**config.mk**
```make
export PLATFORM = sky130hd
export DESIGN_NAME = gba_eeprom_bridge_flat
export DESIGN_NICKNAME = d
export VERILOG_FILES = /design/src/rtl/gba_eeprom_bridge_if.sv /design/src/rtl/gba_eeprom_bridge.sv /design/src/flat_wrapper.sv
export SDC_FILE = /design/constraint.sdc
export NUM_CORES = 1
export LEC_CHECK = 0
export BUFFER_PORTS_ARGS = -buffer_cell sky130_fd_sc_hd__buf_4
export CELL_PAD_IN_SITES_DETAIL_PLACEMENT = 0
export CELL_PAD_IN_SITES_GLOBAL_PLACEMENT = 2
export CORE_UTILIZATION = 29
export DETAILED_ROUTE_END_ITERATION = 10
export PLACE_DENSITY_LB_ADDON = 0.08
export SETUP_SLACK_MARGIN = 0.4
export SLEW_MARGIN = 15
export SYNTH_ARGS = -nofsm -noshare
export SYNTH_HDL_FRONTEND = slang
export SYNTH_SLANG_ARGS = --single-unit
```
**constraint.sdc**
```tcl
create_clock -name clk -period 3.1 [get_ports clk]
set_clock_uncertainty 0.05 [all_clocks]
set_input_delay 0.155 -clock clk [delete_from_list [all_inputs] [get_ports clk]]
set_output_delay 0.155 -clock clk [all_outputs]
set_load 0.02 [all_outputs]
```
**src/rtl/gba_eeprom_bridge_if.sv**
```systemverilog
// Cartridge-bus side of the EEPROM bridge: one strobe per halfword access.
// req is a single-cycle strobe; ack is a one-cycle pulse closing an accepted window hit.
interface gba_eeprom_bridge_if #(
    parameter int ADDR_W = 28
);
    logic              req;
    logic              we;
    logic [ADDR_W-1:0] addr;
    logic [15:0]       wdata;
    logic [15:0]       rdata;
    logic              ack;
    logic              hit;

    modport master (output req, we, addr, wdata, input rdata, ack, hit);
    modport slave  (input req, we, addr, wdata, output rdata, ack, hit);
endinterface

```
**src/rtl/gba_eeprom_bridge.sv**
```systemverilog
// Converts GBA EEPROM-window halfword accesses into single-bit serial core transactions,
// infers the EEPROM size from write burst lengths and requests a save after a quiet period.
module gba_eeprom_bridge #(
    parameter logic [23:0] FLUSH_IDLE = 24'd8_388_608,
    parameter int          ADDR_W     = 28
) (
    input  logic                clk,
    input  logic                rst_n,
    input  logic                rom_32m,
    input  logic                model_default,
    gba_eeprom_bridge_if.slave  bus,
    output logic                ee_cs,
    output logic                ee_valid,
    output logic                ee_write,
    output logic                ee_din,
    input  logic                ee_ready,
    input  logic                ee_dout,
    output logic                model,
    output logic                dirty,
    output logic                flush_req,
    input  logic                dirty_clr,
    output logic [1:0]          state_dbg
);
    typedef enum logic [1:0] {S_IDLE, S_ISSUE, S_RDWAIT, S_ACK} state_t;

    state_t      state, state_nxt;
    logic        we_q, bit_q;
    logic        ack_q, rdata_bit;
    logic [6:0]  burst_len;
    logic [23:0] idle_cnt, idle_inc;
    logic        in_window, accept, wr_acc, rd_acc;
    logic        cls_hit, cls_model, cls_dirty;
    logic        unused_bits;

    // Large ROMs leave only the top 256 bytes of the 0xD region to the EEPROM.
    assign in_window   = (bus.addr[ADDR_W-1 -: 4] == 4'hD) &&
                         (!rom_32m || (&bus.addr[ADDR_W-5:8]));
    assign bus.hit     = bus.req && in_window;
    assign bus.ack     = ack_q;
    assign bus.rdata   = {15'b0, rdata_bit};
    assign state_dbg   = state;
    assign unused_bits = ^{bus.wdata[15:1], bus.addr[7:0]};

    assign accept   = (state == S_ISSUE) && ee_ready;
    assign wr_acc   = accept && we_q;
    assign rd_acc   = accept && !we_q;
    assign idle_inc = idle_cnt + 24'd1;

    always_comb begin
        state_nxt = state;
        ee_cs     = 1'b0;
        ee_valid  = 1'b0;
        ee_write  = 1'b0;
        ee_din    = 1'b0;
        case (state)
            S_IDLE:   if (bus.hit) state_nxt = S_ISSUE;
            S_ISSUE: begin
                ee_cs    = 1'b1;
                ee_valid = 1'b1;
                ee_write = we_q;
                ee_din   = bit_q;
                if (ee_ready) state_nxt = we_q ? S_ACK : S_RDWAIT;
            end
            S_RDWAIT: state_nxt = S_ACK;
            S_ACK:    state_nxt = S_IDLE;
            default:  state_nxt = S_IDLE;
        endcase
    end

    // Burst lengths: 9/17 are read-address commands, 73/81 are full write commands.
    always_comb begin
        cls_hit   = 1'b0;
        cls_model = 1'b0;
        cls_dirty = 1'b0;
        case (burst_len)
            7'd9:    begin cls_hit = 1'b1; cls_model = 1'b0; end
            7'd17:   begin cls_hit = 1'b1; cls_model = 1'b1; end
            7'd73:   begin cls_hit = 1'b1; cls_model = 1'b0; cls_dirty = 1'b1; end
            7'd81:   begin cls_hit = 1'b1; cls_model = 1'b1; cls_dirty = 1'b1; end
            default: cls_hit = 1'b0;
        endcase
    end

    always_ff @(posedge clk) begin
        if (!rst_n) begin
            state     <= S_IDLE;
            we_q      <= 1'b0;
            bit_q     <= 1'b0;
            ack_q     <= 1'b0;
            rdata_bit <= 1'b0;
            model     <= model_default;
            dirty     <= 1'b0;
            flush_req <= 1'b0;
            burst_len <= 7'd0;
            idle_cnt  <= 24'd0;
        end else begin
            state <= state_nxt;
            ack_q <= (state == S_ACK);
            if (state == S_IDLE && bus.hit) begin
                we_q  <= bus.we;
                bit_q <= bus.wdata[0];
            end
            if (state == S_RDWAIT) rdata_bit <= ee_dout;

            if (wr_acc && burst_len != 7'd127) burst_len <= burst_len + 7'd1;
            else if (rd_acc)                   burst_len <= 7'd0;

            if (rd_acc && cls_hit) model <= cls_model;

            // A new completed write outranks a simultaneous save acknowledgement.
            if (rd_acc && cls_dirty) dirty <= 1'b1;
            else if (dirty_clr)      dirty <= 1'b0;

            if (bus.hit)                             idle_cnt <= 24'd0;
            else if (dirty && idle_cnt != 24'hFFFFFF) idle_cnt <= idle_inc;

            flush_req <= !bus.hit && dirty && (idle_cnt != 24'hFFFFFF) &&
                         (idle_inc == FLUSH_IDLE - 24'd1);
        end
    end
endmodule

```
**src/flat_wrapper.sv**
```systemverilog
// flat-port wrapper written by rule: the top's interface ports become plain ports
module gba_eeprom_bridge_flat 
#(
    parameter logic [23:0] FLUSH_IDLE = 24'd8_388_608,
    parameter int          ADDR_W     = 28
)
  (clk, rst_n, rom_32m, model_default, ee_cs, ee_valid, ee_write, ee_din, ee_ready, ee_dout, model, dirty, flush_req, dirty_clr, state_dbg, bus_req, bus_we, bus_addr, bus_wdata, bus_rdata, bus_ack, bus_hit);
  gba_eeprom_bridge_if #(.ADDR_W(ADDR_W)) bus_i ();
  input  logic clk;
  input  logic rst_n;
  input  logic rom_32m;
  input  logic model_default;
  output logic ee_cs;
  output logic ee_valid;
  output logic ee_write;
  output logic ee_din;
  input  logic ee_ready;
  input  logic ee_dout;
  output logic model;
  output logic dirty;
  output logic flush_req;
  input  logic dirty_clr;
  output logic [1:0] state_dbg;
  input wire logic [$bits(bus_i.req)-1:0] bus_req;
  input wire logic [$bits(bus_i.we)-1:0] bus_we;
  input wire logic [$bits(bus_i.addr)-1:0] bus_addr;
  input wire logic [$bits(bus_i.wdata)-1:0] bus_wdata;
  output wire logic [$bits(bus_i.rdata)-1:0] bus_rdata;
  output wire logic [$bits(bus_i.ack)-1:0] bus_ack;
  output wire logic [$bits(bus_i.hit)-1:0] bus_hit;
  assign bus_i.req = bus_req;
  assign bus_i.we = bus_we;
  assign bus_i.addr = bus_addr;
  assign bus_i.wdata = bus_wdata;
  assign bus_rdata = bus_i.rdata;
  assign bus_ack = bus_i.ack;
  assign bus_hit = bus_i.hit;
  gba_eeprom_bridge #(.FLUSH_IDLE(FLUSH_IDLE), .ADDR_W(ADDR_W)) u_core (.clk(clk), .rst_n(rst_n), .rom_32m(rom_32m), .model_default(model_default), .bus(bus_i), .ee_cs(ee_cs), .ee_valid(ee_valid), .ee_write(ee_write), .ee_din(ee_din), .ee_ready(ee_ready), .ee_dout(ee_dout), .model(model), .dirty(dirty), .flush_req(flush_req), .dirty_clr(dirty_clr), .state_dbg(state_dbg));
endmodule
```
==> out/results.tsv <==
metric	value	unit
Fin. Hold Viols	0	
Pleak	1.18	nW
ys async rst share	0	%
switch share	28.8	%
post-CTS setup buffers	0	
number of synthesized flops with an enable pin	1	
DIE HEIGHT	96.3	um
Pre-antenna DRT Iters	4	
RSZ-0062 raised after global routing	no	
Startpoint Class	flop	
largest net degree at the start of global routing	26	
Worst path slowest cell	or3_1	
clock buffer depth	2	
crit-path cells	ha_1 -> nand3_1 -> or3_1 -> o21ai_1 -> buf_4 -> or4_1 -> a21oi_1	
top cell type's share of synthesized area	30.2	%
n_diodes	0	
share of layout cells above drive strength 1	20.1	%
CP arrival	2.55	ns
Routability Congestion	0.703	
Clock Latency Late Sink	0.30	ns
Post-Route Setup TNS	0	ns
internal power	866	uW
number of CTS-inserted buffers	5	
Power Total	1.22	mW
total grt overflow	0	
fin. max-slew vios	0	
register area share after synthesis	31.4	%
DP Area	2920	um2
worst hold path type	input pin to flop	
Max Cap Viol	0	
final instance area	3030	um2
DR vias	2274	
initial antenna violation count	0	
Filler cells	971	
DRT Wirelength	6.44	mm
CP Max Fanout	12	
# DRC	0	
Post-Syn Instances	311	
Crit. End Element	flop	
CTS Hold Bufs	0	
Slew HR	61.3	%
DIE AREA	9280	um2
Synth cell types	62	
DR iter-0 viols	71	
Synth Area per Inst	8.30	um2
ANT nets after route	0	
Layout Nets	409	
Reg clk slew, reported paths	0.09	ns
WP data required	3.21	ns
ys flop type	dfxtp_1	
flops & latches, synth	40	
Layout Utilization	34.9	%
WHS	0.0572	ns
CTS root buf	clkbuf_8	
die width	96.3	um
input/output buffers	41	
slowest stage delay, CP	0.56	ns
post_cts resized	0	
Area contributors post-synth	dfxtp_1 (30%), buf_4 (5.5%), ha_1 (4.4%)	
yosys warns	0	
combinational share of power	19.3	%
all-layer global routing usage	15.1	%
core area	8680	um2
via/cell ratio	4.99	
Syn Std Cell Area	2580	um2
VDD IR max	0.000357	V
area leader, netlist	dfxtp_1	
minimum clock period	2.44	ns
I/O pins	80	
average wire per standard cell	14.1	um
Final HPWL DP	4.73	mm
Worst-Margin Slew	0.580	ns
CTS sink cnt	40	
first-pass GRT wire length	10.7	mm
Reg power frac	44.4	%
starting density of the core	29.7	%
fin crit share	78.6	%
Area Overhead vs Synth	17.5	%
crit path kind	flop to flop	
pwr dens	401	nW/um2
fmax	0.410	GHz
Clk pwr share	36.3	%
outcome	complete, no violations	
htree depth	2	
TritonCTS clock tree	built	
FP Rows	34	
Final setup viols	0	
vias in the first global route	2216	
Net Sw Power	351	uW
cell families after synthesis:
family	Yosys count	synth area share, %
compound gates	65	16.9
simple gates	133	30.2
buf+inv	41	9.26
other cells	1	0.145
mux	7	2.71
fa+ha+maj	9	4.36
xor+xnor	15	5.09
flops	40	31.4
per-layer routing:
metal / share of wire, % / global-route usage, % / vias to the layer above
met4: 1.1 / 4.04 / 0
met2: 48 / 26.0 / 44
met5: 0 / 0 / -
li1: - / - / 1174
met1: 48 / 19.1 / 1048
met3: 3.3 / 3.00 / 8
sequential cells by signal (all words and copies together) (netlist names):
name and cells:
u_core.model 1, u_core.bit_q 1, u_core.rdata_bit 1, u_core.burst_len 7
u_core.dirty 1, u_core.we_q 1, u_core.idle_cnt 24, u_core.flush_req 1
u_core.bus.ack 1, u_core.state_dbg 2
final cells by class:
class	instances	area, um2	share of cell area [%]
multi-input cells	244	1580	52.2
flip-flops and latches	40	811	26.7
clock buffers	5	68.8	2.27
repair buffers	48	360	11.9
clock inverters	3	42.5	1.40
inverters	8	30.0	0.991
well taps	108	135	4.46
placed cells by master (no fill, tap or decap), drive strengths merged, types with 4 or more instances in the layout:
cell type   n
a21boi      6
a21oi      16
and2        6
and3        7
and4        4
buf        48
clkbuf      5
conb       15
dfxtp      39
ha          9
inv         8
mux2i       7
nand2      18
nand3      11
nand4      14
nor2       26
nor2b       6
o211ai      5
o21ai      16
o31ai       4
or3        11
or3b        4
or4         6
xnor2       4
xor2       11
power by group through the flow:
stage / sequential (mW) / combinational [mW] / clock, mW
2_1_floorplan: 0.560 / 0.160 / 0
3_3_place_gp: 0.552 / 0.237 / 0
3_5_place_dp: 0.552 / 0.237 / 0
4_1_cts: 0.540 / 0.238 / 0.461
5_1_grt: 0.542 / 0.256 / 0.480
6_report: 0.540 / 0.235 / 0.442
per-stage QoR:
stage / std cells / setup WS, ns
after detailed placement: 448 / 0.672
after CTS: 456 / 0.650
final: 456 / 0.663
after floorplan: 325 / 0.848
after global placement: 448 / 0.665
after global routing: 456 / 0.433
synth_stat cells, types with 2 or more instances:
cell type,n
dfxtp_1,39
or3_1,10
and3_1,7
o211ai_1,4
nand4_1,13
o22ai_1,2
o31ai_1,4
nand2b_1,2
nor2b_1,6
or4_1,5
nor4_1,3
a21oi_1,16
xor2_1,11
a211oi_1,2
clkbuf_1,8
ha_1,9
nand4b_1,3
nand3_1,11
nor3_1,3
xnor2_1,4
o2111ai_1,3
buf_4,19
or3b_2,3
inv_1,8
mux2i_1,7
and2_1,5
nor2_1,26
o21ai_0,15
and4_1,3
a21boi_0,6
buf_2,5
nand2_1,17
nand3b_1,3
critical path: cells and delay by family (launching register included):
family / cells / cell delay (ns)
compound gates: 2 / 0.42
simple gates: 3 / 0.81
flops: 1 / 0.47
fa+ha+maj: 1 / 0.31
buf+inv: 1 / 0.24
path summary, 6_finish.rpt:
kind,from,cells past startpoint,end,slack (ns)
hold reg to reg,u_core.burst_len[5]$_SDFFE_PN0P_,1,u_core.burst_len[5]$_SDFFE_PN0P_,0.46
setup / recovery,u_core.idle_cnt[0]$_SDFFE_PP0P_,7,u_core.idle_cnt[14]$_SDFFE_PP0P_,0.66
hold / removal,bus_we,3,u_core.we_q$_SDFFE_PN0P_,0.06
setup reg to reg,u_core.idle_cnt[0]$_SDFFE_PP0P_,7,u_core.idle_cnt[14]$_SDFFE_PP0P_,0.66
Power figures use the tool's default switching activity.
